==> config.mk <==
export PLATFORM = sky130hd
export DESIGN_NAME = uart_receiver
export DESIGN_NICKNAME = d
export VERILOG_FILES = /design/src/rtl/uart_receiver.sv
export SDC_FILE = /design/constraint.sdc
export NUM_CORES = 1
export LEC_CHECK = 0
export CAP_MARGIN = 20
export CORE_ASPECT_RATIO = 0.8
export CORE_MARGIN = 2
export CORE_UTILIZATION = 30
export CTS_BUF_LIST = sky130_fd_sc_hd__clkbuf_16
export CTS_CLUSTER_DIAMETER = 150
export DETAILED_ROUTE_END_ITERATION = 10
export PLACE_DENSITY = 0.43
export SLEW_MARGIN = 10
export SYNTH_ARGS = -nofsm -noshare
export SYNTH_HDL_FRONTEND = slang
export SYNTH_SLANG_ARGS = --single-unit
==> constraint.sdc <==
create_clock -name clock -period 4.59 [get_ports clock]
set_input_delay 1.377 -clock clock [delete_from_list [all_inputs] [get_ports clock]]
set_output_delay 1.377 -clock clock [all_outputs]
set_load 0.02 [all_outputs]
==> src/rtl/uart_receiver.sv <==
// 8N1 UART receiver: synchronizes rx, samples each bit once at mid-bit,
// and strobes each good byte or a framing error for one cycle.
module uart_receiver #(
    parameter int CLOCK_DIVIDE = 104
) (
    input  logic       clock,
    input  logic       reset,
    input  logic       rx,
    output logic       received,
    output logic [7:0] rx_byte,
    output logic       framing_error,
    output logic       busy
);

    localparam int HALF = CLOCK_DIVIDE / 2;
    localparam int TW   = $clog2(CLOCK_DIVIDE);
    localparam logic [TW-1:0] HALF_LOAD = TW'(HALF - 1);
    localparam logic [TW-1:0] BIT_LOAD  = TW'(CLOCK_DIVIDE - 1);

    typedef enum logic [2:0] {
        IDLE,
        START,
        DATA,
        STOP,
        RECOVER
    } state_t;

    state_t        state_q, state_d;
    logic [TW-1:0] timer_q, timer_d;
    logic [2:0]    bitIndex_q, bitIndex_d;
    logic [7:0]    shift_q, shift_d;
    logic [7:0]    rxByte_q, rxByte_d;
    logic          received_q, received_d;
    logic          framingError_q, framingError_d;
    logic          rxMeta_q, rxSync_q;
    logic          timerExpired;

    assign timerExpired = (timer_q == '0);

    // Synchronizer flops reset high so a reset never looks like a start bit.
    always_ff @(posedge clock) begin
        if (reset) begin
            rxMeta_q       <= 1'b1;
            rxSync_q       <= 1'b1;
            state_q        <= IDLE;
            timer_q        <= '0;
            bitIndex_q     <= '0;
            shift_q        <= '0;
            rxByte_q       <= '0;
            received_q     <= 1'b0;
            framingError_q <= 1'b0;
        end else begin
            rxMeta_q       <= rx;
            rxSync_q       <= rxMeta_q;
            state_q        <= state_d;
            timer_q        <= timer_d;
            bitIndex_q     <= bitIndex_d;
            shift_q        <= shift_d;
            rxByte_q       <= rxByte_d;
            received_q     <= received_d;
            framingError_q <= framingError_d;
        end
    end

    always_comb begin
        state_d        = state_q;
        timer_d        = timer_q;
        bitIndex_d     = bitIndex_q;
        shift_d        = shift_q;
        rxByte_d       = rxByte_q;
        received_d     = 1'b0;
        framingError_d = 1'b0;

        unique case (state_q)
            IDLE: begin
                if (!rxSync_q) begin
                    state_d = START;
                    timer_d = HALF_LOAD;
                end
            end
            START: begin
                if (!timerExpired) begin
                    timer_d = timer_q - TW'(1);
                end else if (!rxSync_q) begin
                    state_d    = DATA;
                    timer_d    = BIT_LOAD;
                    bitIndex_d = '0;
                end else begin
                    state_d = IDLE;
                end
            end
            DATA: begin
                if (!timerExpired) begin
                    timer_d = timer_q - TW'(1);
                end else begin
                    shift_d = {rxSync_q, shift_q[7:1]};
                    timer_d = BIT_LOAD;
                    if (bitIndex_q == 3'd7) begin
                        state_d = STOP;
                    end else begin
                        bitIndex_d = bitIndex_q + 3'd1;
                    end
                end
            end
            STOP: begin
                if (!timerExpired) begin
                    timer_d = timer_q - TW'(1);
                end else if (rxSync_q) begin
                    rxByte_d   = shift_q;
                    received_d = 1'b1;
                    state_d    = IDLE;
                end else begin
                    framingError_d = 1'b1;
                    state_d        = RECOVER;
                end
            end
            // A held-low break line reports one error, then waits for idle.
            RECOVER: begin
                if (rxSync_q) begin
                    state_d = IDLE;
                end
            end
            default: begin
                state_d = IDLE;
            end
        endcase
    end

    assign received      = received_q;
    assign rx_byte       = rxByte_q;
    assign framing_error = framingError_q;
    assign busy          = (state_q != IDLE);

endmodule

-- Word-level counts from Yosys, hierarchy flattened
Index checks and enable logic that the tools add are counted.
- add/subtract/negate cells: 2
- equal/unequal tests: 15
- muxes and demuxes: 22
- bitwise logic cells: 2
- reductions and logical operators: 11
- operator list (operator ; count):
    $mux 7 ; 5
    $mux 3 ; 11
    $pmux 7 s4 ; 1
    $ne 2x2->1 const B ; 9
    $pmux 3 s5 ; 1
    $logic_not 7->1 ; 1
    $sub 7x1->7 const B ; 1
    $eq 3x2->1 const B ; 2
    $eq 3x3->1 const B ; 2
    $pmux 3 s2 ; 1
    $reduce_and 6->1 ; 1
    $reduce_and 5->1 ; 1
    $reduce_and 4->1 ; 1
    $reduce_bool 4->1 ; 1
    $add 3x1->3 const B ; 1
    $eq 3x1->1 const B ; 1
    $logic_not 3->1 ; 1
    $ne 3x3->1 const B ; 1
    $reduce_and 3->1 ; 1
    $reduce_bool 3->1 ; 1
    $reduce_or 3->1 ; 1
    $mux 1 ; 2
    $mux 2 ; 1
    $not 1->1 ; 2
    2 further kinds ; 2
- flip-flop bits (word level): 33
- input port bits: 3
- output and inout bits: 11

-- Depth between registers and ports, before layout
Gate-level depths: netlist of the first run.
- depth in word-level cells: 4
- mapped depth: 7
- mapped depth without buffers: 6

-- Least setup slack after synthesis of the first run
No wires, ideal clock.
- path kind: input -> register
- from: input reset
- to: register rxByte_q[6] (netlist: rx_byte[6])
- library setup time: 0.128 ns
- data arrival time: 2.202 ns
- required time: 4.462 ns
- path slack: 2.260 ns
- cell stages on the path: 4
- buffers on the path: 3
- cell sequence: clkbuf_1 clkbuf_1 clkbuf_1 nor2_1
- RTL lines (item ; line ; text):
    from (decl) ; 7 ; input logic reset,
    to (signal assigned) ; 59 ; rxByte_q <= rxByte_d;
    to (decl) ; 32 ; logic [7:0] rxByte_q, rxByte_d;
No word-level cell between the ends.

-- Worst setup path after layout of the first run
- from: register state_q[2]
- to: output busy
- cells in the longest elaborated chain, start to end: 1
- RTL lines (item ; line ; text):
    from (decl) ; 28 ; state_t state_q, state_d;
    from (signal assigned) ; 55 ; state_q <= state_d;
    $reduce_bool 3->1 ; 132 ; assign busy = (state_q != IDLE);
    to (decl) ; 12 ; output logic busy
Every way passes these cells.

==> results of run 1 <==
[worst max-delay path: stages, from the launching register on]
cell             delay (ns)
dfxtp_1                0.46
inv_1                  0.15
nand2_1                0.09
clkdlybuf4s50_1        0.59
[sequential cells by signal, indices dropped and copies added (netlist names)]
name / count
framing_error: 1
timer_q: 7
state_q: 3
rxMeta_q: 1
rxSync_q: 1
bitIndex_q: 3
rx_byte: 8
received: 1
shift_q: 8
[stage by stage]
| step | hold slack (ns) | cell area (um^2) | total power, mW | cells |
|---|---|---|---|---|
| after floorplan | 0.389 | 1420 | 0.405 | 148 |
| after global placement | 0.395 | 1590 | 0.430 | 213 |
| after detailed placement | 0.401 | 1590 | 0.432 | 213 |
| after CTS | 0.413 | 1760 | 0.799 | 221 |
| after global routing | 0.438 | 1760 | 0.835 | 221 |
| final | 0.410 | 1760 | 0.791 | 221 |
[cell usage after synthesis, types with 2 or more instances]
cell | n | share of area
or2_2 | 3 | 0.013
nand4_1 | 2 | 0.0088
o21ai_0 | 2 | 0.0071
clkbuf_1 | 6 | 0.016
dfxtp_1 | 33 | 0.47
o31ai_1 | 2 | 0.011
a31oi_1 | 2 | 0.0088
buf_2 | 3 | 0.011
a22o_1 | 2 | 0.012
inv_1 | 4 | 0.011
a211o_1 | 2 | 0.012
or4_1 | 2 | 0.011
nand2_1 | 6 | 0.016
ha_1 | 3 | 0.026
nor2_1 | 24 | 0.064
o22ai_1 | 2 | 0.0088
mux2i_1 | 17 | 0.12
nor3_1 | 4 | 0.014
a21oi_1 | 7 | 0.025
nand2b_1 | 3 | 0.013
o21a_1 | 3 | 0.016
[layout by cell type, fill, tap and decap left out, drive strengths merged, types with 5 or more instances in the layout]
| cell | Yosys | layout |
|---|---|---|
| dfxtp | 33 | 33 |
| nor2 | 24 | 24 |
| mux2i | 17 | 17 |
| clkdlybuf4s50 | 0 | 13 |
| a21oi | 7 | 7 |
| nand2 | 6 | 6 |
| inv | 4 | 5 |
| clkbuf | 6 | 5 |
| nor3 | 5 | 5 |
[power by group through the flow]
stage               clock, mW  combinational, mW  sequential [mW]
floorplan                   0             0.0881            0.317
global placement            0              0.107            0.323
detailed placement          0              0.108            0.324
CTS                     0.373              0.108            0.318
global route            0.393              0.121            0.321
finish                  0.364              0.109            0.319
[layout make-up]
| cell class | instances | area share |
|---|---|---|
| clock inverter | 3 | 0.0214 |
| inverter | 4 | 0.00855 |
| multi-input combinational | 102 | 0.401 |
| tap | 60 | 0.0428 |
| clock buffer | 5 | 0.0713 |
| timing repair buffer | 14 | 0.0784 |
| sequential | 33 | 0.376 |
[path summary, 6_finish.rpt]
path,start,endpoint,slack [ns],cells past startpoint
max,state_q[2]$_SDFFE_PP0P_,busy,1.65,3
min,rxMeta_q$_SDFF_PP1_,rxSync_q$_SDFF_PP1_,0.41,1
max reg2reg,timer_q[0]$_SDFFE_PP0P_,bitIndex_q[0]$_SDFFE_PP0P_,2.22,6
min reg2reg,rxMeta_q$_SDFF_PP1_,rxSync_q$_SDFF_PP1_,0.41,1
[cells by family after synthesis]
group                    after synthesis  share of synthesized area
AND/OR/NAND/NOR                       52                      0.194
flip-flops                            33                      0.466
multiplexers                          18                      0.128
AO/OA/AOI/OAI                         29                      0.148
adder cells (fa/ha/maj)                3                     0.0265
buffers and inverters                 13                     0.0371
[routing by layer]
metal	track usage	wire, um	part of all wire
met1	0.188	1560	0.54
met2	0.171	1220	0.42
met3	0.0426	116	0.040
met4	0.0403	8	0.0028
met5	0	0	0
==> results by group, run 1 <==
Power
  • PD cells: 451 mW/mm^2
  • Combinational power share: 0.137
  • Sw frac: 0.244
  • Clock power frac: 0.460
  • P_leak: between 0.7 and 0.8 nW
  • Max IR drop VDD: between 150 and 200 uV
  • Psw: 0.193 mW
  • Int Power: 0.598 mW
  • Seq pwr share: 0.402

Worst setup path
  • Crit Path Max Fanout: 7
  • Worst Path Class, Setup: reg -> out
  • Arr. time, crit path: roughly 1.6 ns
  • Required time worst endpoint: 3.21 ns
  • Endpoint type of the worst setup path: output pin
  • CP Launch Type: flip-flop

Timing
  • Final WS setup: around 1.6 ns
  • Final setup TNS: 0 ns
  • Final hold violations: 0
  • Rel. slew slack: 0.513
  • Max Slew Vio Count: 0
  • RSZ-0062 raised after global routing: false
  • Final Skew: 0.00258 ns
  • Endpoints failing setup: 0
  • Minimum clock period after layout: between 2 and 3 ns
  • Slew @ Worst Pin: 0.724 ns
  • Crit share post-route: 0.641
  • Maximum clock frequency: roughly 340 MHz

Global routing
  • Initial antenna violation count: 0
  • Grt total ovfl: 0
  • Pin count of the biggest net entering global routing: 20
  • First-pass GRT wire length: slightly above 5000 um
  • GRT Total Usage: 0.127
  • Number of global-route vias before repair: approximately 1.0k

CTS
  • H-tree levels: 2
  • Longest Clk Path Bufs: 2
  • Clock latency on the worst-skew pair: roughly 0.27 ns
  • Clk sink count: 33
  • Setup Buffers After CTS: 0
  • CTS Root Buffer Type: clkbuf_16
  • Hold buffers post-CTS: 0
  • CTS tree: done
  • Reg clk slew, reported paths: 0.05 ns
  • Post_cts resized: 0
  • Num CTS Buffers: 5

Cells and area
  • Sequential Area: 661 um^2
  • Nets: about 170
  • Share of cells above drive strength 1: 0.0994
  • N_diodes: 0
  • Multi-input gate area: 704 um^2
  • Final Util: 0.384
  • Fillers: roughly 470
  • Synthesis-to-finish area growth: 23.8%

Drt
  • Drt pass-1 iters: 4
  • Routed len/inst: 13.1 um
  • DR vias/cell: between 4 and 5
  • Via count: about 1.1k
  • DRC: 0
  • DRT iter0 DRCs: 62
  • Routed WL: slightly below 3000 um
  • Antenna Nets Post-Route: 0

Floorplan
  • Die area: 0.00529 mm^2
  • Die width: between 80 and 90 um
  • Core area: roughly 0.0046 mm^2
  • Die height: 65.5 um
  • I/O pin count: 14
  • Placement row count: 22
  • Starting Density: 0.310

Synthesis
  • Post-Synthesis Cells: 148
  • Yosys reg bits: 33
  • Synth warn: 0
  • Ys async rst share: 0
  • Syn nets: around 150
  • Sequential area share after synthesis: 0.466
  • Syn_area_per_cell: approximately 9.6 um^2
  • Most used DFF post-synth: dfxtp_1
  • EDFF count, synth: 0
  • Post-synthesis cell area: approximately 0.0014 mm^2
  • Synth unique cells: 37

Worst hold path
  • Min-Delay Path Class: reg -> reg

Placed design
  • Setup WS pre-CTS: ~1.6 ns
  • Final HPWL DP: approximately 2000 um
  • Gpl congestion: approximately 0.78
  • Port Buf Inserts: 13

Status
  • Outcome: complete, no violations

Job
  • Max-Cap Viols: 0
Note: power is estimated with default switching activity, not from simulation.
==> inputs of run 2 (changes only) <==
--- a/config.mk
+++ b/config.mk
@@ -12,7 +12,7 @@
 export CTS_BUF_LIST = sky130_fd_sc_hd__clkbuf_16
 export CTS_CLUSTER_DIAMETER = 150
 export DETAILED_ROUTE_END_ITERATION = 10
-export PLACE_DENSITY = 0.43
+export PLACE_DENSITY = 0.45
 export SLEW_MARGIN = 10
 export SYNTH_ARGS = -nofsm -noshare
 export SYNTH_HDL_FRONTEND = slang
==> constraint.sdc (replaced) <==
create_clock -name clock -period 2.5 [get_ports clock]
set_input_delay 0.75 -clock clock [delete_from_list [all_inputs] [get_ports clock]]
set_output_delay 0.75 -clock clock [all_outputs]
set_load 0.02 [all_outputs]
==> results by group, run 2 (synthesis results as in run 1) <==
Status
  • Outcome: complete, no violations

Timing
  • Rel. slew slack: 0.589 (+0.0769)
  • Endpoints failing setup: 0 (unchanged)
  • Crit share post-route: 0.910
  • RSZ-0062 raised after global routing: false
  • Minimum clock period after layout: 2.27 ns
  • Maximum clock frequency: ~440 MHz
  • Slew @ Worst Pin: 0.609 ns (-0.114 ns)
  • Max Slew Vio Count: 0 (unchanged)
  • Final Skew: 0.00464 ns (+0.00207 ns)
  • Final hold violations: 0 (unchanged)
  • Final Hold Slack: 0.409 ns (-0.00134 ns)
  • Final setup TNS: 0 ns (unchanged)

Worst hold path
  • WHS Endpoint: rxSync_q$_SDFF_PP1_
  • Hold depth: 1 (unchanged)
  • Hold Startpoint: rxMeta_q$_SDFF_PP1_
  • Min-Delay Path Class: reg -> reg

Drt
  • DRT iter0 DRCs: 73 (+18%)
  • DRC: 0 (unchanged)
  • DR vias/cell: 4.82 (-2.9%)
  • Antenna Nets Post-Route: 0 (unchanged)
  • Via count: 1089 (-0.73%)
  • Drt pass-1 iters: 5 (+1)
  • Routed WL: 2860 um (-1.3%)
  • Routed len/inst: 12.7 um (-3.5%)

CTS
  • Hold buffers post-CTS: 0 (unchanged)
  • Longest Clk Path Bufs: 2 (unchanged)
  • CTS Root Buffer Type: clkbuf_16
  • Clock latency on the worst-skew pair: 0.27 ns (about the same)
  • CTS tree: done
  • Num CTS Buffers: 5 (unchanged)
  • Clk sink count: 33 (unchanged)
  • Setup Buffers After CTS: 0 (unchanged)
  • Post_cts resized: 0 (unchanged)
  • Reg clk slew, reported paths: 0.05 ns (about the same)
  • H-tree levels: 2 (unchanged)

Cells and area
  • Nets: 171 (+3.0%)
  • Fillers: 468 (unchanged)
  • Most frequent cells in the layout: 33 x dfxtp_1, 24 x nor2_1, 17 x mux2i_1, 13 x clkdlybuf4s50_1, 7 x a21oi_1
  • Final Cell Area: 0.00179 mm^2 (+2.1%)
  • N_diodes: 0 (unchanged)
  • Synthesis-to-finish area growth: 26.5%
  • Share of cells above drive strength 1: 0.127 (+0.0271)
  • Final Util: 0.392 (+0.00822)
  • Most common cell after layout, fill and taps aside: dfxtp_1

Global routing
  • Met3 Use GR: 0.0412 (-0.00137)
  • GRT Total Usage: 0.127 (about the same)
  • M1 GR Usage: 0.171 (-0.0178)
  • Met2 Use GR: 0.186 (+0.0145)
  • Initial antenna violation count: 0 (unchanged)
  • GR peak layer: met2
  • Pin count of the biggest net entering global routing: 18 (-10%)
  • First-pass GRT wire length: 5090 um (-0.41%)
  • Grt total ovfl: 0 (unchanged)
  • Number of global-route vias before repair: 1075 (+2.9%)

Placed design
  • Gpl congestion: 0.850 (+9.1%)
  • Area after DPL: 0.00163 mm^2 (+2.4%)
  • Final HPWL DP: 2040 um (+2.5%)
  • Port Buf Inserts: 13 (unchanged)

Floorplan
  • Placement row count: 22 (unchanged)
  • I/O pin count: 14 (unchanged)
  • Die width: 80.9 um (unchanged)
  • Die height: 65.5 um (unchanged)
  • Starting Density: 0.310 (unchanged)
  • Die area: 0.00529 mm^2 (unchanged)
  • Core area: 0.00457 mm^2 (unchanged)

Worst setup path
  • Crit-path max cell delay: 0.59 ns (about the same)
  • CP max-delay cell: clkdlybuf4s50_1
  • Worst Path Class, Setup: reg -> out
  • CP delay by family, top: buffers and inverters
  • Reg2Reg Depth: 6 (unchanged)
  • Worst r2r dst: state_q[0]$_SDFFE_PP0P_
  • Reg2Reg Setup Slack: 0.56 ns (-1.66 ns)
  • Worst Path Buf+Inv: 1 (-1)
  • Critical R2R Launch: timer_q[0]$_SDFFE_PP0P_
  • Endpoint type of the worst setup path: output pin
  • Arr. time, crit path: 1.52 ns (-0.05 ns)
  • Required time worst endpoint: 1.75 ns (-1.46 ns)
  • Crit Path Max Fanout: 10 (+3)
  • CP Launch Type: flip-flop
  • Worst path cell trace: nor2_1 > nand2_1 > clkdlybuf4s50_1

Job
  • Max-Cap Viols: 0 (unchanged)

Power
  • P_leak: 0.796 nW (+3.1%)
  • Max IR drop VDD: 355 uV (+81%)
  • PD cells: 813 mW/mm^2 (+80%)
-- run 2: changes by cell type in the layout (fill, tap and decap cells not counted) --
cell,before,now
buf_4,1,6
-- run 2: cell type report --
cell class,count,area [um^2],share of cell area
timing repair buffer,19,175,0.0977
multi-input combinational,102,704,0.393
clock inverter,3,37.5,0.0209
tap,60,75.1,0.0419
sequential,33,661,0.368
inverter,4,15.0,0.00837
clock buffer,5,125,0.0698
-- run 2: worst max-delay path by stage --
stage / start / slack, ns / end / depth (start not counted)
after floorplan: timer_q[0]$_SDFFE_PP0P_ / 0.74 / state_q[0]$_SDFFE_PP0P_ / 6
after global placement: state_q[0]$_SDFFE_PP0P_ / 0.53 / busy / 3
after detailed placement: state_q[0]$_SDFFE_PP0P_ / 0.50 / busy / 3
after CTS: state_q[0]$_SDFFE_PP0P_ / 0.21 / busy / 3
after global routing: state_q[2]$_SDFFE_PP0P_ / 0.1 / busy / 3
final: state_q[0]$_SDFFE_PP0P_ / 0.23 / busy / 3
-- run 2: layer usage --
| metal | wire length (um) | up-vias |
|---|---|---|
| met5 | 0 | - |
| met4 | 37 | 0 |
| met3 | 96 | 5 |
| met2 | 1270 | 11 |
| met1 | 1460 | 514 |
| li1 | - | 559 |
-- run 2: through the flow --
stage / instances / power [mW] / setup slack, ns
4_1_cts: 226 / 1.48 / 0.208
2_1_floorplan: 148 / 0.744 / 0.738
3_3_place_gp: 218 / 0.794 / 0.534
6_report: 226 / 1.46 / 0.225
5_1_grt: 226 / 1.53 / 0.0983
3_5_place_dp: 218 / 0.794 / 0.503
-- run 2: power by group --
part,leakage (nW),internal (mW),switching [mW]
clock network,0.0826,0.462,0.213
logic,0.446,0.0907,0.109
registers,0.267,0.549,0.0345
total,0.796,1.10,0.356
